**config.mk**
```make
export PLATFORM = sky130hd
export DESIGN_NAME = cnn_conv_core
export DESIGN_NICKNAME = d
export VERILOG_FILES = /design/src/rtl/cnn_pkg.sv /design/src/rtl/conv_mac.sv /design/src/rtl/cnn_conv_core.sv
export SDC_FILE = /design/constraint.sdc
export NUM_CORES = 2
export LEC_CHECK = 0
export ABC_AREA = 1
export ABC_CLOCK_PERIOD_IN_PS = 21800
export CAP_MARGIN = 30
export CORE_UTILIZATION = 45
export CTS_CLUSTER_SIZE = 30
export DETAILED_ROUTE_END_ITERATION = 8
export GPL_ROUTABILITY_DRIVEN = 0
export MAX_ROUTING_LAYER = met4
export PLACE_DENSITY = 0.7
export SYNTH_ARGS = -nofsm -noshare
export SYNTH_HDL_FRONTEND = slang
export SYNTH_HIERARCHICAL = 1
export SYNTH_SLANG_ARGS = --single-unit
```
**constraint.sdc**
```tcl
create_clock -name clk -period 21.8 [get_ports clk]
set_input_delay 2.18 -clock clk [delete_from_list [all_inputs] [get_ports clk]]
set_output_delay 2.18 -clock clk [all_outputs]
set_load 0.05 [all_outputs]
```
**src/rtl/cnn_pkg.sv**
```systemverilog
// Shared types and arithmetic helpers for the convolution engine.
package cnn_pkg;

  // Controller states, in job order.
  typedef enum logic [2:0] {
    ST_IDLE,
    ST_RD_HDR,
    ST_LD_W,
    ST_CONV,
    ST_WR,
    ST_DONE
  } state_t;

  // Width of the image-side field in the header word (N lives in bits [7:0]).
  localparam int HDR_W = 8;

  // Working width for rounding/saturation; wide enough for any legal ACC_W.
  localparam int CALC_W = 64;

  // Round-half-up by 2^(frac-1), arithmetic shift right by frac, then clamp
  // to the signed range of a data_w-bit sample.
  function automatic logic signed [CALC_W-1:0] sat_round(
    input logic signed [CALC_W-1:0] acc,
    input int                       frac,
    input int                       data_w
  );
    logic signed [CALC_W-1:0] rounded;
    logic signed [CALC_W-1:0] hi;
    logic signed [CALC_W-1:0] lo;
    if (frac > 0) rounded = (acc + (64'sd1 <<< (frac - 1))) >>> frac;
    else          rounded = acc;
    hi = (64'sd1 <<< (data_w - 1)) - 64'sd1;
    lo = -(64'sd1 <<< (data_w - 1));
    if (rounded > hi)      sat_round = hi;
    else if (rounded < lo) sat_round = lo;
    else                   sat_round = rounded;
  endfunction

endpackage

```
**src/rtl/conv_mac.sv**
```systemverilog
// Signed multiply-accumulate unit: one sample x weight product per enabled
// cycle, accumulator restarts from the product when clr is high.
module conv_mac #(
  parameter int DATA_W = 16,
  parameter int ACC_W  = 40
) (
  input  logic                    clk,
  input  logic                    rst_n,
  input  logic                    en,
  input  logic                    clr,
  input  logic [DATA_W-1:0]       sample,
  input  logic [DATA_W-1:0]       weight,
  output logic signed [ACC_W-1:0] acc
);

  logic signed [2*DATA_W-1:0] prod;
  logic signed [ACC_W-1:0]    prod_ext;

  // Full-precision signed product, sign-extended to accumulator width.
  always_comb begin
    // NOTE: combinational blocks use blocking '=' so later lines see earlier
    // results in the same evaluation; clocked state below uses '<=' instead.
    prod     = $signed(sample) * $signed(weight);
    prod_ext = {{(ACC_W-2*DATA_W){prod[2*DATA_W-1]}}, prod};
  end

  // Accumulator register: load on first product of a pixel, add otherwise.
  always_ff @(posedge clk or negedge rst_n) begin
    if (!rst_n)   acc <= '0;
    else if (en)  acc <= clr ? prod_ext : acc + prod_ext;
  end

endmodule

```
**src/rtl/cnn_conv_core.sv**
```systemverilog
// Single-layer valid-mode KxK convolution engine. Reads the image header and
// kernel, then for each output pixel streams the KxK window through the MAC,
// rounds/saturates/ReLUs the sum and writes it back to SRAM.
module cnn_conv_core
  import cnn_pkg::*;
#(
  parameter int                DATA_W   = 16,
  parameter int                FRAC     = 8,
  parameter int                ADDR_W   = 12,
  parameter int                K        = 3,
  parameter int                ACC_W    = 40,
  parameter logic [ADDR_W-1:0] OUT_BASE = 12'h200,
  parameter bit                RELU_EN  = 1'b1
) (
  input  logic              clk,
  input  logic              reset_b,
  input  logic              dut_run,
  output logic              dut_busy,
  output logic [ADDR_W-1:0] dut_sram_read_address,
  input  logic [DATA_W-1:0] sram_dut_read_data,
  output logic [ADDR_W-1:0] dut_wmem_read_address,
  input  logic [DATA_W-1:0] wmem_dut_read_data,
  output logic [ADDR_W-1:0] dut_sram_write_address,
  output logic [DATA_W-1:0] dut_sram_write_data,
  output logic              dut_sram_write_enable
);

  localparam int KK    = K * K;
  localparam int IDX_W = $clog2(KK + 1);
  localparam int KR_W  = (K > 1) ? $clog2(K) : 1;

  localparam logic [IDX_W-1:0] IDX_LAST = IDX_W'(KK);
  localparam logic [IDX_W-1:0] IDX_ONE  = IDX_W'(1);
  localparam logic [KR_W-1:0]  K_LAST   = KR_W'(K - 1);
  localparam logic [HDR_W-1:0] K_HDR    = HDR_W'(K);
  localparam logic [HDR_W-1:0] HDR_ONE  = HDR_W'(1);

  state_t state_q, state_d;

  // Phase counter: header phase (0/1), weight index, or window tap index.
  logic [IDX_W-1:0]  idx_q;
  logic [IDX_W-1:0]  tap;
  logic [HDR_W-1:0]  n_q, p_q;
  logic [HDR_W-1:0]  row_q, col_q;
  logic [KR_W-1:0]   kr_q, kc_q;
  logic [HDR_W-1:0]  hdr_n;

  logic [ADDR_W-1:0] sram_addr_q, wmem_addr_q, waddr_q;
  logic [DATA_W-1:0] wdata_q;
  logic [DATA_W-1:0] kernel [KK];

  logic              sram_issue, wmem_issue, kern_load, mac_en, mac_clr, wr_now;
  logic              last_pix;
  logic [ADDR_W-1:0] pix_addr, out_addr, sram_issue_addr;

  logic signed [ACC_W-1:0]  acc;
  logic signed [CALC_W-1:0] rounded;
  logic [DATA_W-1:0]        result;

  // Address arithmetic and end-of-map detection; everything wraps mod 2^ADDR_W.
  always_comb begin
    hdr_n    = sram_dut_read_data[HDR_W-1:0];
    tap      = idx_q - IDX_ONE;
    pix_addr = ADDR_W'(1)
             + (ADDR_W'(row_q) + ADDR_W'(kr_q)) * ADDR_W'(n_q)
             + ADDR_W'(col_q) + ADDR_W'(kc_q);
    out_addr = OUT_BASE + ADDR_W'(row_q) * ADDR_W'(p_q) + ADDR_W'(col_q);
    last_pix = (row_q == p_q - HDR_ONE) && (col_q == p_q - HDR_ONE);
  end

  // Post-processing of the finished sum: round, saturate, optional ReLU.
  always_comb begin
    rounded = sat_round(CALC_W'(acc), FRAC, DATA_W);
    if (RELU_EN && rounded < 0) rounded = '0;
    result = DATA_W'(rounded);
  end

  // State register.
  always_ff @(posedge clk or negedge reset_b) begin
    // NOTE: sequential state uses non-blocking '<=' so every register samples
    // pre-edge values regardless of statement order.
    if (!reset_b) state_q <= ST_IDLE;
    else          state_q <= state_d;
  end

  // Next-state logic.
  always_comb begin
    state_d = state_q;
    case (state_q)
      ST_IDLE:   if (dut_run) state_d = ST_RD_HDR;
      ST_RD_HDR: if (idx_q != '0) state_d = (hdr_n < K_HDR) ? ST_DONE : ST_LD_W;
      ST_LD_W:   if (idx_q == IDX_LAST) state_d = ST_CONV;
      ST_CONV:   if (idx_q == IDX_LAST) state_d = ST_WR;
      ST_WR:     state_d = last_pix ? ST_DONE : ST_CONV;
      ST_DONE:   state_d = ST_IDLE;
      default:   state_d = ST_IDLE;
    endcase
  end

  // Per-state control strobes.
  always_comb begin
    // NOTE: every combinational output gets a default first so no path leaves
    // it unassigned, which would otherwise infer a latch.
    sram_issue = 1'b0;
    wmem_issue = 1'b0;
    kern_load  = 1'b0;
    mac_en     = 1'b0;
    mac_clr    = 1'b0;
    wr_now     = 1'b0;
    case (state_q)
      ST_RD_HDR: sram_issue = (idx_q == '0);
      ST_LD_W: begin
        wmem_issue = (idx_q != IDX_LAST);
        kern_load  = (idx_q != '0);
      end
      ST_CONV: begin
        sram_issue = (idx_q != IDX_LAST);
        mac_en     = (idx_q != '0);
        mac_clr    = (idx_q == IDX_ONE);
      end
      ST_WR:   wr_now = 1'b1;
      default: ;
    endcase
  end

  // Output drive: live values while issuing/writing, held values otherwise.
  always_comb begin
    sram_issue_addr        = (state_q == ST_RD_HDR) ? '0 : pix_addr;
    dut_busy               = (state_q != ST_IDLE);
    dut_sram_read_address  = sram_issue ? sram_issue_addr : sram_addr_q;
    dut_wmem_read_address  = wmem_issue ? ADDR_W'(idx_q) : wmem_addr_q;
    dut_sram_write_enable  = wr_now;
    dut_sram_write_address = wr_now ? out_addr : waddr_q;
    dut_sram_write_data    = wr_now ? result : wdata_q;
  end

  // Counters, header capture and held output values.
  always_ff @(posedge clk or negedge reset_b) begin
    if (!reset_b) begin
      idx_q       <= '0;
      n_q         <= '0;
      p_q         <= '0;
      row_q       <= '0;
      col_q       <= '0;
      kr_q        <= '0;
      kc_q        <= '0;
      sram_addr_q <= '0;
      wmem_addr_q <= '0;
      waddr_q     <= '0;
      wdata_q     <= '0;
    end else begin
      case (state_q)
        ST_IDLE: idx_q <= '0;
        ST_RD_HDR: begin
          if (idx_q == '0) begin
            idx_q <= IDX_ONE;
          end else begin
            idx_q <= '0;
            n_q   <= hdr_n;
            p_q   <= hdr_n - K_HDR + HDR_ONE;
          end
        end
        ST_LD_W: begin
          if (idx_q == IDX_LAST) begin
            idx_q <= '0;
            row_q <= '0;
            col_q <= '0;
            kr_q  <= '0;
            kc_q  <= '0;
          end else begin
            idx_q <= idx_q + IDX_ONE;
          end
        end
        ST_CONV: begin
          idx_q <= (idx_q == IDX_LAST) ? '0 : idx_q + IDX_ONE;
          // Window walk is row-major; both counters wrap back to 0 after
          // the last tap, ready for the next pixel.
          if (sram_issue) begin
            if (kc_q == K_LAST) begin
              kc_q <= '0;
              kr_q <= (kr_q == K_LAST) ? '0 : kr_q + KR_W'(1);
            end else begin
              kc_q <= kc_q + KR_W'(1);
            end
          end
        end
        ST_WR: begin
          if (col_q == p_q - HDR_ONE) begin
            col_q <= '0;
            row_q <= row_q + HDR_ONE;
          end else begin
            col_q <= col_q + HDR_ONE;
          end
        end
        default: ;
      endcase
      if (sram_issue) sram_addr_q <= sram_issue_addr;
      if (wmem_issue) wmem_addr_q <= dut_wmem_read_address;
      if (wr_now) begin
        waddr_q <= out_addr;
        wdata_q <= result;
      end
    end
  end

  // Kernel register file, filled one cycle after each weight address.
  always_ff @(posedge clk) begin
    // NOTE: storage arrays carry no reset; every entry is rewritten during
    // weight load before any convolution reads it.
    if (kern_load) kernel[tap] <= wmem_dut_read_data;
  end

  conv_mac #(
    .DATA_W (DATA_W),
    .ACC_W  (ACC_W)
  ) u_mac (
    .clk    (clk),
    .rst_n  (reset_b),
    .en     (mac_en),
    .clr    (mac_clr),
    .sample (sram_dut_read_data),
    .weight (kernel[tap]),
    .acc    (acc)
  );

endmodule

```
## After elaboration in Yosys (flattened, before gate mapping)

Memory sizes are Yosys's and may differ from the RTL's.
Index checks and enable logic that the tools add are counted.

| word-level totals | value |
|---|---|
| flip-flop bits (word level) | 135 |
| latch bits | 0 |
| memory bits (writable) | 144 |
| bits in read-only memories | 0 |
| logic and storage cells | 112 |
| memories | 1 |

| cells by class | value |
|---|---|
| add/subtract/negate cells | 17 |
| $mul | 3 |
| div/mod/pow operators | 0 |
| magnitude comparators | 4 |
| equality and inequality tests | 18 |
| shifts and indexed selects | 0 |
| multiplexer cells | 40 |
| bitwise operators | 1 |
| reductions and logical operators | 15 |

Memories:

| memory | words | width | read ports | clocked after Yosys merged registers in | write ports | RTL line | text |
|---|---|---|---|---|---|---|---|
| kernel | 9 | 16 | 1 | 0 | 1 | cnn_conv_core.sv:50 | `logic [DATA_W-1:0] kernel [KK];` |

Operators with widths:

| cell | count |
|---|---|
| two-way mux 64 bit | 2 |
| < comparator 64 x 1 -> 1 bit, second input constant | 1 |
| two-way mux 12 bit | 4 |
| adder 40 x 9 -> 41 bit, second input constant | 1 |
| adder 40 x 32 -> 40 bit | 1 |
| two-way mux 40 bit | 1 |
| greater-than comparator 33 x 16 -> 1 bit, second input constant | 1 |
| < comparator 33 x 16 -> 1 bit, second input constant | 1 |
| multiplier 16 x 16 -> 32 bit | 1 |
| two-way mux 16 bit | 2 |
| one-hot mux 8 bit (2 select lines) | 2 |
| adder 12 x 8 -> 12 bit | 2 |
| adder 8 x 1 -> 8 bit, second input constant | 3 |
| two-way mux 8 bit | 3 |
| two-way mux 3 bit | 6 |
| == test 8 bit | 2 |
| one-hot mux 3 bit (5 select lines) | 1 |
| inequality test 2 bit, second input constant | 7 |
| adder 1 x 12 -> 12 bit, first input constant | 1 |
| adder 10 x 12 -> 12 bit, first input constant | 1 |
| adder 12 x 2 -> 12 bit | 1 |
| multiplier 8 x 8 -> 12 bit | 1 |
| multiplier 9 x 8 -> 12 bit | 1 |
| two-way mux 2 bit | 6 |
| 30 further kinds | 46 |

## Longest topological paths before layout

| logic depth | value |
|---|---|
| depth after elaboration | 7 |
| depth in mapped cells | 52 |

## Hierarchy

The synthesis kept the hierarchy.

By module, submodules not included:

| module | times used | cells an instance | area an instance (um^2) | sequential area each (um^2) |
|---|---|---|---|---|
| conv_mac | 1 | 2293 | 15748.9 | 1001.0 |
| cnn_conv_core | 1 | 1815 | 15533.6 | 6676.4 |

## Worst setup path after synthesis

OpenSTA, ideal clock, no wires.

| timing path | value |
|---|---|
| path kind | register to register |
| start point | register idx_q[0] |
| end point | register u_mac.acc[39] |
| arrival | 8732 ps |
| slack | 12950 ps |
| stages on the path, launching flop included | 46 |
| buffers on the path | 5 |
| path through | dfrtp_1 inv_2 clkbuf_1 clkbuf_1 ha_1 xnor2_1 inv_1 nor2_1 clkbuf_1 nand2_1 o311ai_1 clkbuf_1 clkbuf_1 nand2_1 fa_1 inv_1 fa_1 fa_1 [10 not listed] and2_1 and2_1 nand2_1 nand2_2 nand3_1 nand2_4 ha_1 nand2_1 nor2_1 nand2_1 nor2_1 nand3_1 nand3_1 nand2_1 nand3_1 nand2_1 nand3_1 nand2_1 |

| on the way | value |
|---|---|
| longest elaborated chain between the ends | 5 |

Ends and longest elaborated chain:

| what | RTL line | text |
|---|---|---|
| from (decl) | cnn_conv_core.sv:41 | `logic [IDX_W-1:0] idx_q;` |
| from (signal assigned) | cnn_conv_core.sv:171 | `idx_q <= idx_q + IDX_ONE;` |
| from (signal assigned) | cnn_conv_core.sv:175 | `idx_q <= (idx_q == IDX_LAST) ? '0 : idx_q + IDX_ONE;` |
| subtractor 4 x 1 -> 4 bit | cnn_conv_core.sv:63 | `tap = idx_q - IDX_ONE;` |
| memory read (9 x 16 bit) | n/a |  |
| multiplier 16 x 16 -> 32 bit | conv_mac.sv:23 | `prod = $signed(sample) * $signed(weight);` |
| adder 40 x 32 -> 40 bit | conv_mac.sv:30 | `else if (en) acc <= clr ? prod_ext : acc + prod_ext;` |
| two-way mux 40 bit | conv_mac.sv:30 |  |
| to (signal assigned) | conv_mac.sv:30 |  |
| to (decl) | conv_mac.sv:13 | `output logic signed [ACC_W-1:0] acc` |

Several ways; a longest one is shown, not always the timed one.
A chain may end at the register's enable or synchronous reset.

## Final worst setup path

| timing path | value |
|---|---|
| start point | register idx_q[0] |
| end point | register u_mac.acc[24] |

Same word-level chain as after synthesis.

==> qor.yml <==
cells_and_area:
  final_area_sq_um: 34300
  finalNonFillerCells: 5094
  antenna_cells: 0
  fillers: 6633
  nets: 4708
  drive_above_1_share_pct: 4.83
  area_growth_pct: 9.75
floorplanning:
  chipWidth_microns: 266
  initial_core_util_pct: 45.5
  core_area_sq_um: 68700
  die-area_sq_um: 70600
  rows: 96
  die_h_microns: 266
  ios: 89
yosys:
  yosysMostFrequentCell: "nand2_1"
  synth-seq-cells: 278
  yosys-top-cells-area: "fa_1 22%, nand2_1 14%, edfxtp_1 14%, inv_1 11%, dfrtp_1 11%"
  seq_area_frac_synth_pct: 24.5
  synth.net_count: 4678
  synth_common_cells: "1170 x nand2_1, 897 x inv_1, 347 x fa_1"
  syn_inst: 4108
  avgSynthCellArea_sq_um: 7.62
  synth_top_area_share_pct: 22.2
  synthArstFlopShare_pct: 48.2
  ys_types: 58
  synth_edf_count: 144
  synth_ff_type: "edfxtp_1"
  yosys_warnings: 6
  synth_area_sq_um: 31300
  yosysTopAreaCell: "fa_1"
global_routing:
  grt_pass1_vias: 26300
  grt_overflow: 0
  grt_max_degree: 77
  grt_use_total_pct: 24.4
  antenna_found_initial: 0
  grt_pass1_wl_microns: 135000
setup_path:
  crit_fanout: 72
  required_ns: 22.27
  arrival_ns: 11.18
  cp-end-kind: "flip-flop"
  critPathTopFamily: "adder cells"
  crit_slowest_cell: "fa_1"
  path_class: "reg2reg"
  cpPeakStageDelay_ns: 0.77
  worst-path-buf-inv: 9
  startpoint_type: "flip-flop"
cts:
  numCtsBuffers: 35
  clk-insertion-delay-late_ns: 0.57
  clkSinkCount: 278
  tritoncts: "done"
  clock_path_buffers: 3
  h-tree-depth: 2
  cts-root-buf: "clkbuf_16"
  clk_pin_slew_ns: 0.07
  cts_resized: 0
  hold_buffers: 0
  cts_setup_buffers: 0
placement:
  numPortBuffers: 88
  dpl-instance-area_sq_um: 33100
  dp_cells: 5031
  hpwl_microns: 63600
routing:
  drc: 0
  drtAntennaViolNets: 0
  wl_microns: 81700
  drtPass1Iterations: 8
  first_iter_violations: 2168
  via_per_inst: 5.13
  wire_per_inst_microns: 16.0
  route.vias.total: 26100
sta:
  skew_ns: 0.0324
  finalSetupTns_ns: 0
  fin_crit_ns: 10.70
  hold_viol: 0
  slew_violations: 0
  rsz0062_at_grt: "no"
  setup_viol_count_final: 0
  maxSlewHeadroom_pct: 39.1
  fin_crit_sh_pct: 49.1
  max_freq_ghz: 0.0934
  worstMarginPinSlew_ns: 0.910
min_path:
  min_path_type: "reg2reg"
run:
  drv_cap: 0
outcome:
  outcome: "completed"
worst paths after layout:
check                           cells past startpoint  slack, ns                        end            startpoint
max in group asynchronous                           2      18.76       idx_q[0]$_DFFE_PN0P_               reset_b
worst min register to register                      2       0.47       waddr_q[2]$_DFF_PN0_  waddr_q[2]$_DFF_PN0_
worst max-delay path                               38      11.10  u_mac/acc[24]$_DFFE_PN0P_  idx_q[0]$_DFFE_PN0P_
worst min-delay path                                2       0.47       waddr_q[2]$_DFF_PN0_  waddr_q[2]$_DFF_PN0_
min in group asynchronous                           1       1.70       waddr_q[3]$_DFF_PN0_               reset_b
worst max register to register                     38      11.10  u_mac/acc[24]$_DFFE_PN0P_  idx_q[0]$_DFFE_PN0P_
metrics by stage:
stage	utilization [%]	hold WS [ns]	setup slack (ns)
floorplan	-	0.443	12.95
global placement	48.2	0.456	11.43
detailed placement	48.2	0.460	11.32
CTS	49.9	0.473	11.21
global route	50.0	0.489	10.42
finish	50.0	0.468	11.10
cell families (layout without fill, tap and decap cells):
kind of cell	after synthesis	after routing	share of synthesized area (%)
AOI/OAI and AO/OA	405	405	7.46
buffers and inverters	1043	1098	12.8
adders and majority gates	535	535	29.7
and+or+nand+nor	1764	1764	23.1
DFF	278	278	24.5
xor gates and xnor gates	83	83	2.32
sequential cells by signal (all words and copies together) (netlist names):
register and flops:
col_q 8, idx_q 4, kc_q 2, kernel 144, kr_q 2, n_q 8, p_q 7, row_q 8
sram_addr_q 12, state_q 3, u_mac/acc 40, waddr_q 12, wdata_q 16, wmem_addr_q 12
layer usage:
metal | routed length [microns] | GRT usage (%) | share of wire [%] | up-vias
met4 | 2120 | 6.65 | 2.6 | 0
met3 | 5330 | 3.01 | 6.5 | 169
met2 | 39400 | 40.9 | 48 | 864
li1 | - | - | - | 12500
met5 | 0 | - | 0 | -
met1 | 34800 | 31.2 | 43 | 12600
worst reg2reg max path, delay by kind of cell (launching register included):
| family | cells | cell delay [ns] |
|---|---|---|
| AOI/OAI and AO/OA | 3 | 0.49 |
| and+or+nand+nor | 17 | 3.27 |
| buffers and inverters | 9 | 1.75 |
| adders and majority gates | 9 | 4.70 |
| DFF | 1 | 0.39 |
layout by cell type (no fill, tap or decap), types with 10 or more instances in the layout:
cell and instances:
a21oi_1 129, a21oi_2 10, buf_4 37, clkbuf_16 35, clkdlybuf4s50_1 87, dfrtp_1 133
edfxtp_1 144, fa_1 347, ha_1 188, inv_1 897, inv_2 13, nand2_1 1170
nand2_2 14, nand3_1 136, nand3b_1 10, nand4_1 36, nor2_1 308, nor2_2 17
nor2_4 10, nor3_1 23, o21ai_0 142, o21ai_1 18, o21bai_1 16, o22ai_1 30
or2_2 11, xnor2_1 22, xor2_1 61
final cells by class:
cell class / instances / area, sq um / area share [%]
Multi-Input combinational cell: 2787 / 19700 / 57.4
Sequential cell: 278 / 7680 / 22.4
Inverter: 910 / 3420 / 9.95
Timing Repair Buffer: 126 / 1190 / 3.46
Tap cell: 931 / 1160 / 3.39
Clock buffer: 41 / 918 / 2.68
Clock inverter: 21 / 245 / 0.714
Power is not shown: default switching activity piles up to over one toggle a cycle in this logic, so the estimate is an artifact.
